<file path="src/rtl/cla_pipe_adder.sv">
// Pipelined carry-lookahead adder/subtractor, one BLOCK-bit lookahead group resolved per stage.
// Latency WIDTH/BLOCK cycles from accept to out_valid, plus one cycle per stall cycle; 1 op/cycle.
// Backpressure: out_valid & ~out_ready freezes the whole pipeline and drops in_ready the same cycle.
//
// Ports:
//   clk, rst             rising-edge clock; asynchronous active-high reset (release synchronously)
//   in_valid / in_ready  operand beat handshake; in_ready depends only on out_valid and out_ready
//   a, b, cin, sub       operands; sub=1 computes a - b (a + ~b + 1) and ignores cin
//   out_valid/out_ready  result handshake
//   sum, cout, ovf       registered result, carry out of the MSB, signed overflow
//
// Structure: stage 0 resolves group 0 straight from the input operands, so the first
// pipeline register already holds group-0 sum bits. Stage k works on a register pair:
//   x : bits below k*BLOCK hold resolved sum bits, bits at and above hold operand A
//   y : only the still-unresolved bits of the (possibly inverted) operand B
// The y register shrinks by BLOCK bits per stage, so no dead bits are carried.
// The last stage writes the output registers directly.

module cla_pipe_adder #(
    parameter int WIDTH = 16,
    parameter int BLOCK = 4
) (
    input  logic             clk,
    input  logic             rst,
    input  logic             in_valid,
    output logic             in_ready,
    input  logic [WIDTH-1:0] a,
    input  logic [WIDTH-1:0] b,
    input  logic             cin,
    input  logic             sub,
    output logic             out_valid,
    input  logic             out_ready,
    output logic [WIDTH-1:0] sum,
    output logic             cout,
    output logic             ovf
);

    // WIDTH must be a multiple of BLOCK; the stage count is the pipeline depth.
    localparam int NSTG = WIDTH / BLOCK;

    logic stall;
    logic accept;

    // The only combinational path from an input to an output is out_ready -> in_ready.
    assign stall    = out_valid & ~out_ready;
    assign in_ready = ~stall;
    assign accept   = in_valid & in_ready;

    // Full lookahead carries for one group, written as the flat sum-of-products
    // c[i+1] = g[i] | p[i]g[i-1] | ... | p[i]..p[0]ci rather than as a ripple chain.
    // Returned vector: [0] = group carry-in, [BLOCK] = group carry-out.
    function automatic logic [BLOCK:0] lookahead(
        input logic [BLOCK-1:0] p,
        input logic [BLOCK-1:0] g,
        input logic             ci
    );
        logic [BLOCK:0] c;
        logic           term;
        logic           pchain;
        c    = '0;
        c[0] = ci;
        for (int i = 0; i < BLOCK; i++) begin
            term   = g[i];
            pchain = p[i];
            for (int j = i - 1; j >= 0; j--) begin
                term   = term | (pchain & g[j]);
                pchain = pchain & p[j];
            end
            c[i+1] = term | (pchain & ci);
        end
        return c;
    endfunction

    for (genvar k = 0; k < NSTG; k++) begin : stg
        localparam int LO  = k * BLOCK;     // first bit resolved by this stage
        localparam int REM = WIDTH - LO;    // operand-B bits still unresolved here

        logic [WIDTH-1:0] x;     // resolved sum bits below LO, operand A from LO up
        logic [REM-1:0]   y;     // unresolved operand-B bits, LSB aligned to LO
        logic             c;     // carry into bit LO
        logic             v;     // this stage holds a live beat

        logic [BLOCK-1:0] gp;
        logic [BLOCK-1:0] gg;
        logic [BLOCK:0]   gc;
        logic [WIDTH-1:0] nx;    // x with this stage's group replaced by sum bits

        if (k == 0) begin : entry
            // Subtraction is folded in here: invert B and force the carry-in to 1.
            assign x = a;
            assign y = sub ? ~b : b;
            assign c = sub | cin;
            assign v = accept;
        end else begin : regs
            // Bubbles travel through as v=0; the datapath is loaded regardless so
            // that only the valid bit needs to be trusted downstream.
            always_ff @(posedge clk or posedge rst) begin
                if (rst) begin
                    x <= '0;
                    y <= '0;
                    c <= 1'b0;
                    v <= 1'b0;
                end else if (!stall) begin
                    x <= stg[k-1].nx;
                    y <= stg[k-1].y[REM+BLOCK-1:BLOCK];
                    c <= stg[k-1].gc[BLOCK];
                    v <= stg[k-1].v;
                end
            end
        end

        assign gp = x[LO +: BLOCK] ^ y[BLOCK-1:0];
        assign gg = x[LO +: BLOCK] & y[BLOCK-1:0];
        assign gc = lookahead(gp, gg, c);

        always_comb begin
            nx               = x;
            nx[LO +: BLOCK]  = gp ^ gc[BLOCK-1:0];
        end

        if (k == NSTG - 1) begin : tail
            // Result registers only load on a live beat so that sum/cout/ovf stay
            // put across bubbles as well as across stalls.
            // Overflow is the carry into the MSB xor the carry out of it, both of
            // which are internal carries of this final group.
            always_ff @(posedge clk or posedge rst) begin
                if (rst) begin
                    out_valid <= 1'b0;
                    sum       <= '0;
                    cout      <= 1'b0;
                    ovf       <= 1'b0;
                end else if (!stall) begin
                    out_valid <= v;
                    if (v) begin
                        sum  <= nx;
                        cout <= gc[BLOCK];
                        ovf  <= gc[BLOCK] ^ gc[BLOCK-1];
                    end
                end
            end
        end
    end

endmodule

</file>
<file path="config.mk">
export PLATFORM = sky130hd
export DESIGN_NAME = cla_pipe_adder
export DESIGN_NICKNAME = d
export VERILOG_FILES = /design/src/rtl/cla_pipe_adder.sv
export SDC_FILE = /design/constraint.sdc
export NUM_CORES = 1
export LEC_CHECK = 0
export ABC_AREA = 1
export BUFFER_PORTS_ARGS = -buffer_cell sky130_fd_sc_hd__buf_4
export CORE_UTILIZATION = 58
export DETAILED_ROUTE_END_ITERATION = 10
export PLACE_DENSITY = 0.8
export SYNTH_ARGS = -nofsm -noshare
export SYNTH_HDL_FRONTEND = slang
export SYNTH_SLANG_ARGS = --single-unit
</file>
<file path="constraint.sdc">
create_clock -name clk -period 3.65 [get_ports clk]
set_input_delay 0.1825 -clock clk [delete_from_list [all_inputs] [get_ports clk]]
set_output_delay 0.1825 -clock clk [all_outputs]
set_load 0.05 [all_outputs]
</file>
=== Word-level counts from Yosys, hierarchy flattened ===
Cells that the tools add are included.

* Bits in registers: 97
* Input bits: 38
* Word-level logic and storage cells: 141

* Mux-type cells: 1
* Reductions and logical operators: 1
* Bitwise logic cells: 123

{| class="wikitable"
|+ Operators with widths
! cell !! number
|-
| $and 1x1->1 || 66
|-
| $or 1x1->1 || 41
|-
| $xor 4x4->4 || 8
|-
| $and 4x4->4 || 4
|-
| $mux 16 || 1
|-
| $not 16->16 || 1
|-
| $not 1->1 || 2
|-
| $reduce_and 2->1 || 1
|-
| $xor 1x1->1 || 1
|}

=== Longest topological paths before layout ===
Gate-level depths: netlist of run 1.

* Depth after elaboration: 8
* Mapped depth: 11
* Gate-level depth less buffers: 9

=== Worst setup path before layout of run 1 ===
OpenSTA, ideal clock, no wires.

* Kind: flip-flop to flip-flop
* From: reg out_valid
* To: reg stg[1].x[10]
* Path buffers: 2
* Required time: 3.533 ns
* Cell stages (with the launch flop): 8
* Setup time: 0.117 ns
* Period minus slack after synthesis: 1.557 ns
* Slack: 2.093 ns
* Arrival time: 1.440 ns
* Cell sequence: dfrtp_1 -> inv_1 -> nor2_4 -> buf_4 -> inv_2 -> buf_2 -> nand2_1 -> nand2_1

* Word-level cells in the longest chain between the ends: 1

{| class="wikitable"
|+ Ends and longest elaborated chain
! what !! line !! RTL
|-
| from (decl) || 31 || <nowiki>output logic out_valid,</nowiki>
|-
| from (signal assigned) || 133 || <nowiki>out_valid <= v;</nowiki>
|-
| $and 1x1->1 || 45 || <nowiki>assign stall = out_valid & ~out_ready;</nowiki>
|-
| to (signal assigned) || 104 || <nowiki>x <= stg[k-1].nx;</nowiki>
|-
| to (decl) || 78 || <nowiki>logic [WIDTH-1:0] x;</nowiki>
|}

No other way between the ends.
A chain may end at the register's enable or synchronous reset.

=== Worst setup path in the final report of run 1 ===
* From: reg out_valid
* To: reg sum[13]

* Word-level cells in the longest chain between the ends: 3

{| class="wikitable"
|+ Ends and longest elaborated chain
! what !! line !! RTL
|-
| $and 1x1->1 || 45 ||
|-
| $not 1->1 (no line) || n/a ||
|-
| $reduce_and 2->1 (no line) || n/a ||
|-
| to (signal assigned) || 135 || <nowiki>sum <= nx;</nowiki>
|-
| to (decl) || 33 || <nowiki>output logic [WIDTH-1:0] sum,</nowiki>
|}

No other way between the ends.

==> qor.yml, run 1 <==
die:
  io_pins: 58
  chipWidth_um: 90.09
  start_util_pct: 61.07
  rows: 31
  die_y_um: 90.09
  placeableCoreArea_um2: 7370
  dieArea_um2: 8116
global_route:
  grt_pass1_vias: 3132
  grt_max_degree: 92
  grt_overflow: 0
  grt_pass1_wl_mm: 13.70
  antenna_found_initial: 0
  grtUsageTotal_pct: 20.63
cells_and_area:
  layout-drive-gt1-share_pct: 13.93
  antenna_cells: 0
  syn_to_final_growth_pct: 14.85
  final_area_um2: 5169
  nets: 622
  final_cell_count_no_fill: 666
route:
  drt-wirelength-per-cell_um: 11.54
  drcViolationCount: 0
  wl_mm: 7.685
  viasPerCell: 4.965
  first_pass_iters: 4
  drtAntennaViolNets: 0
  first_iter_violations: 139
  vias: 3307
placement:
  place_area_um2: 4937
  dp_hpwl_mm: 5.168
  pre_cts_slack_ns: 1.554
  dp.cells: 649
  io_buffers: 57
  place.gp.congestion: 0.7705
power:
  p_per_area_nw_per_um2: 868.3
  power_mw: 4.488
  p_leak_nw: 2.726
  ir_drop_mv: 0.3192
critical_path:
  crit_required_ns: 3.87
  reg2reg_to: "sum[13]$_DFFE_PP0P_"
  start_kind: "flop"
  arrival_ns: 2.26
  ff2ff_path_depth: 6
  path_max_fanout: 91
  reg2reg_from: "out_valid$_DFFE_PP0N_"
  slowest_delay_ns: 0.63
  cp_slowest_cell: "buf_4"
  path_cells: "inv_1 > nor2_4 > buf_4 > nor2_4 > inv_1 > o21ai_0"
  reg2reg_slack_ns: 1.61
  path_class: "reg -> reg"
  end_kind: "flop"
hold_path:
  hp-start: "a[6]"
  hp-class: "in -> reg"
  hold_end: "stg[1].x[6]$_DFFE_PP0N_"
  min_path_cells: 3
clock_tree:
  clkSinkCount: 97
  cts_resized: 0
  path_clk_slew_ns: 0.09
  post_cts_buffers: 0
  h-tree-depth: 3
  root_buffer: "clkbuf_8"
  clk_path_buf_depth: 2
  cts_tree: "done"
  clock_latency_ns: 0.36
  cts_hold_buf: 1
  numCtsBuffers: 9
sta:
  slew_headroom_pct: 34.77
  worst_slack_ns: 1.607
  period_minus_slack_ns: 2.043
  max_freq_ghz: 0.4895
  setup_viol: 0
  rsz0062_at_grt: "no"
  setup-tns-final_ns: 0
  hold_violations: 0
  skew_ns: 0.007713
  slew_violations: 0
  worstMarginPinSlew_ns: 0.9785
  period_share_pct: 55.96
job:
  maxCapViolCount: 0
yosys:
  syn_avg_cell_area_um2: 8.790
  post-synth-top-area-cell: "dfrtp_1"
  synthTopCellsByArea: "dfrtp_1, nand2_1, ha_1"
  seq_area_frac_synth_pct: 53.93
  synth_top_area_share_pct: 53.93
  synth_seq_cells: 97
  synth.cell_area_um2: 4501
  yosys.cell_types.count: 21
  mappedNetlistNets: 572
  syn_inst: 512
  ys_warn_count: 0
status:
  run_status: "finished clean"
## critical path: cells and delay by family, from the launching register on
family          cells  cell delay (ns)
buf+inv             3             1.13
flops               1             0.35
simple gates        2             0.27
compound gates      1             0.15
## through the flow
step	hold WS, ns	util (%)
floorplan	0.2921	-
global placement	0.3756	66.99
detailed placement	0.3800	66.99
CTS	0.001970	70.14
global route	0.01559	70.14
finish	0.01323	70.14
## registers in the layout, summed over array words and instances (netlist names)
| register | count |
|---|---|
| cout | 1 |
| out_valid | 1 |
| ovf | 1 |
| stg.c | 3 |
| stg.v | 3 |
| stg.x | 48 |
| stg.y | 24 |
| sum | 16 |
## logic make-up (layout without fill, tap and decap cells)
logic type,count (synthesis),count (layout),synth area share [%]
xor+xnor,20,20,3.892
buf+inv,56,111,5.949
flops,97,97,53.93
fa+ha+maj,22,22,6.784
compound gates,55,55,6.200
simple gates,262,262,23.24
## cell type report
class | count | area, um^2
flip-flops and latches | 97 | 2427
fillers | 584 | 2201
multi-input cells | 359 | 1805
repair buffers | 61 | 460.4
clock buffers | 12 | 145.1
inverters | 34 | 130.1
well taps | 99 | 123.9
clock inverters | 4 | 76.32
## how the worst max path moves through the flow
stage,startpoint,endpoint,slack [ns],depth (start not counted)
after global routing,out_valid$_DFFE_PP0N_,sum[13]$_DFFE_PP0P_,1.31,6
after CTS,out_valid$_DFFE_PP0N_,sum[13]$_DFFE_PP0P_,1.55,6
after global placement,out_valid$_DFFE_PP0N_,sum[10]$_DFFE_PP0P_,1.63,6
after floorplan,rst,cout$_DFFE_PP0P_,0.93,1
final,out_valid$_DFFE_PP0N_,sum[13]$_DFFE_PP0P_,1.61,6
after detailed placement,out_valid$_DFFE_PP0N_,sum[13]$_DFFE_PP0P_,1.55,6
## where the power goes
group | internal (mW) | switching [mW] | leakage (nW)
Clock | 0.407 | 0.350 | 0.107
Sequential | 1.54 | 0.276 | 1.18
Combinational | 0.673 | 1.24 | 1.44
## metal layers
metal	global-route usage (%)	part of all wire, %
met1	27.74	50
met2	33.59	45
met3	3.553	3.6
met4	8.065	1.8
met5	0	0
## synth_stat cells
library cell and number:
inv_1 33, nor2_4 2, nand3b_1 3, xor2_1 4, a31oi_1 1, o21ai_0 40
nand3_1 21, dfrtp_1 97, xnor2_1 16, nand2_1 218, inv_2 1, buf_2 16
buf_4 2, a21oi_1 12, buf_6 4, nand4_1 3, fa_1 4, ha_1 18
o22ai_1 2, or2_2 1, nor2_1 14
## cells in the final DEF (no fill, tap or decap), drive strengths merged
master	count
nor2	16
a21oi	12
dlygate4sd3	1
nand4	3
buf	60
o21ai	40
o22ai	2
nand3	21
bufinv	2
clkinvlp	1
ha	18
a31oi	1
clkinv	1
nand2	218
fa	4
dfrtp	97
xnor2	16
clkbuf	12
nand3b	3
or2	1
inv	34
xor2	4
Power figures use the tool's default switching activity.
==> inputs of run 2 (changes only) <==
ABC_AREA = 0   (was 1)
CORE_UTILIZATION = 52   (was 58)
PLACE_DENSITY = 0.76   (was 0.8)
clock period = 1.67 ns   (was 3.65 ns; I/O delays follow)
==> qor.yml, run 2 <==
yosys:
  synthTopCellsByArea: "dfrtp_1, nand2_1, ha_1"
  synthArstFlopShare_pct: 100.0
  yosysMostFrequentCell: "nand2_1"
  synth_common_cells: "nand2_1, dfrtp_1, o21ai_0"
  synth_top_area_share_pct: 56.22
  mappedNetlistNets: 496
  syn_avg_cell_area_um2: 9.903
  yosys.cell_types.count: 29
  post-synth-top-area-cell: "dfrtp_1"
  synth_ff_type: "dfrtp_1"
  syn_inst: 436
  synth_seq_cells: 97
  synth.cell_area_um2: 4318
  ys_warn_count: 0
  seq_area_frac_synth_pct: 56.22
  synth_edf_count: 0
die:
  die_y_um: 93.13
  chipWidth_um: 93.13
  io_pins: 58
  placeableCoreArea_um2: 7888
  dieArea_um2: 8672
  start_util_pct: 54.74
  rows: 32
power:
  sw_frac_of_total_pct: 39.65
  p_switching_mw: 3.990
  ir_drop_mv: 0.6446
  p_leak_nw: 2.631
  clockPowerShare_pct: 16.3
  seqPwrFrac_pct: 40.2
  power_frac_comb_pct: 43.5
  p_per_area_nw_per_um2: 1901
  p_int_mw: 6.075
route:
  first_pass_iters: 4
  vias: 3077
  drcViolationCount: 0
  viasPerCell: 5.003
  drtAntennaViolNets: 0
  drt-wirelength-per-cell_um: 13.47
  wl_mm: 8.281
  first_iter_violations: 164
critical_path:
  reg2reg_from: "stg[3].x[13]$_DFFE_PP0N_"
  start_kind: "flop"
  cp_top_family: "compound AO/OA/AOI/OAI gates"
  arrival_ns: 1.92
  end_kind: "flop"
  path_buf_inv: 0
  path_cells: "ha_1 > o21ai_1 > o21ba_4 > or3_1 > a21oi_1"
  path_max_fanout: 4
  reg2reg_slack_ns: 0.03
  crit_start: "stg[3].x[13]$_DFFE_PP0N_"
  crit_required_ns: 1.95
  cp_slowest_cell: "dfrtp_1"
  path_class: "reg -> reg"
  slowest_delay_ns: 0.40
sta:
  period_share_pct: 98.20
  setup-tns-final_ns: 0
  rsz0062_at_grt: "yes"
  hold_violations: 0
  slew_headroom_pct: 66.49
  worst_slack_ns: 0.02998
  slew_violations: 0
  setup_viol: 0
  skew_ns: 0.004807
  period_minus_slack_ns: 1.640
  max_freq_ghz: 0.6097
  whs_ns: 0.002322
  worstMarginPinSlew_ns: 0.5026
clock_tree:
  clk_path_buf_depth: 2
  clkSinkCount: 97
  numCtsBuffers: 9
  h-tree-depth: 3
  path_clk_slew_ns: 0.09
  clock_latency_ns: 0.36
  root_buffer: "clkbuf_8"
  cts_tree: "done"
hold_path:
  hp-class: "in -> reg"
  hp-start: "b[10]"
status:
  run_status: "finished clean"
global_route:
  grtUsageTotal_pct: 21.21
  antenna_found_initial: 0
  grt_pass1_vias: 3079
  grt_overflow: 0
  grt_pass1_wl_mm: 14.10
  grt_max_degree: 98
placement:
  io_buffers: 57
  pre_cts_slack_ns: 0.09337
  place.gp.congestion: 0.7894
  dp_hpwl_mm: 5.023
cells_and_area:
  post-route-util_pct: 67.13
  largest_reg_flops: 48
  antenna_cells: 0
  final_cell_mix: "nand2_1, dfrtp_1, buf_4, o21ai_0, xnor2_1"
  top_register: "stg.x"
  nets: 569
  reg.largest.list: "stg.x: 48 flops, stg.y: 24 flops, sum: 16 flops"
  layout_commonest_cell: "nand2_1"
  syn_to_final_growth_pct: 22.63
  layout-drive-gt1-share_pct: 19.30
job:
  maxCapViolCount: 0
[run 2: cell types whose count changed after synthesis, moves of 3 or more]
cell,change
a211oi_1,+4
inv_1,-30
nand4_1,-3
nand3_1,-20
nor2_1,-6
xnor2_1,+4
mux2_2,+13
clkbuf_1,+6
nand3b_1,-3
nand2_1,-34
buf_2,-5
o21ai_0,-11
[run 2: path summary, 6_finish.rpt]
path,end,cells past startpoint
max in group asynchronous,sum[14]$_DFFE_PP0P_,4
min reg2reg,stg[3].x[6]$_DFFE_PP0N_,2
max,ovf$_DFFE_PP0P_,5
min in group asynchronous,stg[1].x[6]$_DFFE_PP0N_,4
min,stg[1].y[6]$_DFFE_PP0N_,3
max reg2reg,ovf$_DFFE_PP0P_,5
[run 2: kinds of logic after synthesis]
family	Yosys count	synth area share, %
and+or+nand+nor	197	17.53
DFF	97	56.22
AOI/OAI and AO/OA	55	7.186
xor gates and xnor gates	26	5.274
buffers and inverters	25	3.100
adders and majority gates	22	7.071
muxes	14	3.622
[run 2: worst min-delay path, stage by stage]
cell and delay (ns):
buf_4 0.08, xnor2_1 0.10, o21ai_0 0.06
[run 2: per-stage QoR]
stage	cell area (um^2)	total power [mW]	cells
after floorplan	4323	7.111	436
after global placement	4846	8.026	579
after detailed placement	4846	8.228	579
after CTS	5244	9.960	612
after global routing	5295	10.83	615
final	5295	10.06	615
[run 2: routing by layer]
layer / vias up / track usage (%) / routed length [um] / share of wire [%]
met3: 15 / 4.797 / 310 / 3.7
li1: 1547 / - / - / -
met5: - / 0 / 0 / 0
met2: 67 / 32.48 / 4057 / 49
met4: 0 / 8.974 / 158 / 1.9
met1: 1448 / 29.24 / 3754 / 45
[run 2: what timing repair did]
action	in CTS	in global routing
endpoints found under the hold margin	114	0
setup endpoints to repair	0	4
gates resized for setup	0	3
setup buffers	0	2
hold buffers	18	0
[run 2: cell type report]
| type | instances | area [um^2] |
|---|---|---|
| inverters | 4 | 18.77 |
| clock inverters | 5 | 80.08 |
| clock buffers | 10 | 137.6 |
| repair buffers | 83 | 735.7 |
| flip-flops and latches | 97 | 2427 |
| multi-input cells | 314 | 1768 |
| well taps | 102 | 127.6 |
| fillers | 601 | 2592 |
[run 2: power groups by stage]
stage | logic, mW | registers, mW | clock network [mW]
after global routing | 4.85 | 4.19 | 1.79
after global placement | 4.01 | 4.02 | 0
after floorplan | 2.41 | 4.70 | 0
after CTS | 4.25 | 4.04 | 1.67
final | 4.38 | 4.04 | 1.64
after detailed placement | 4.15 | 4.08 | 0
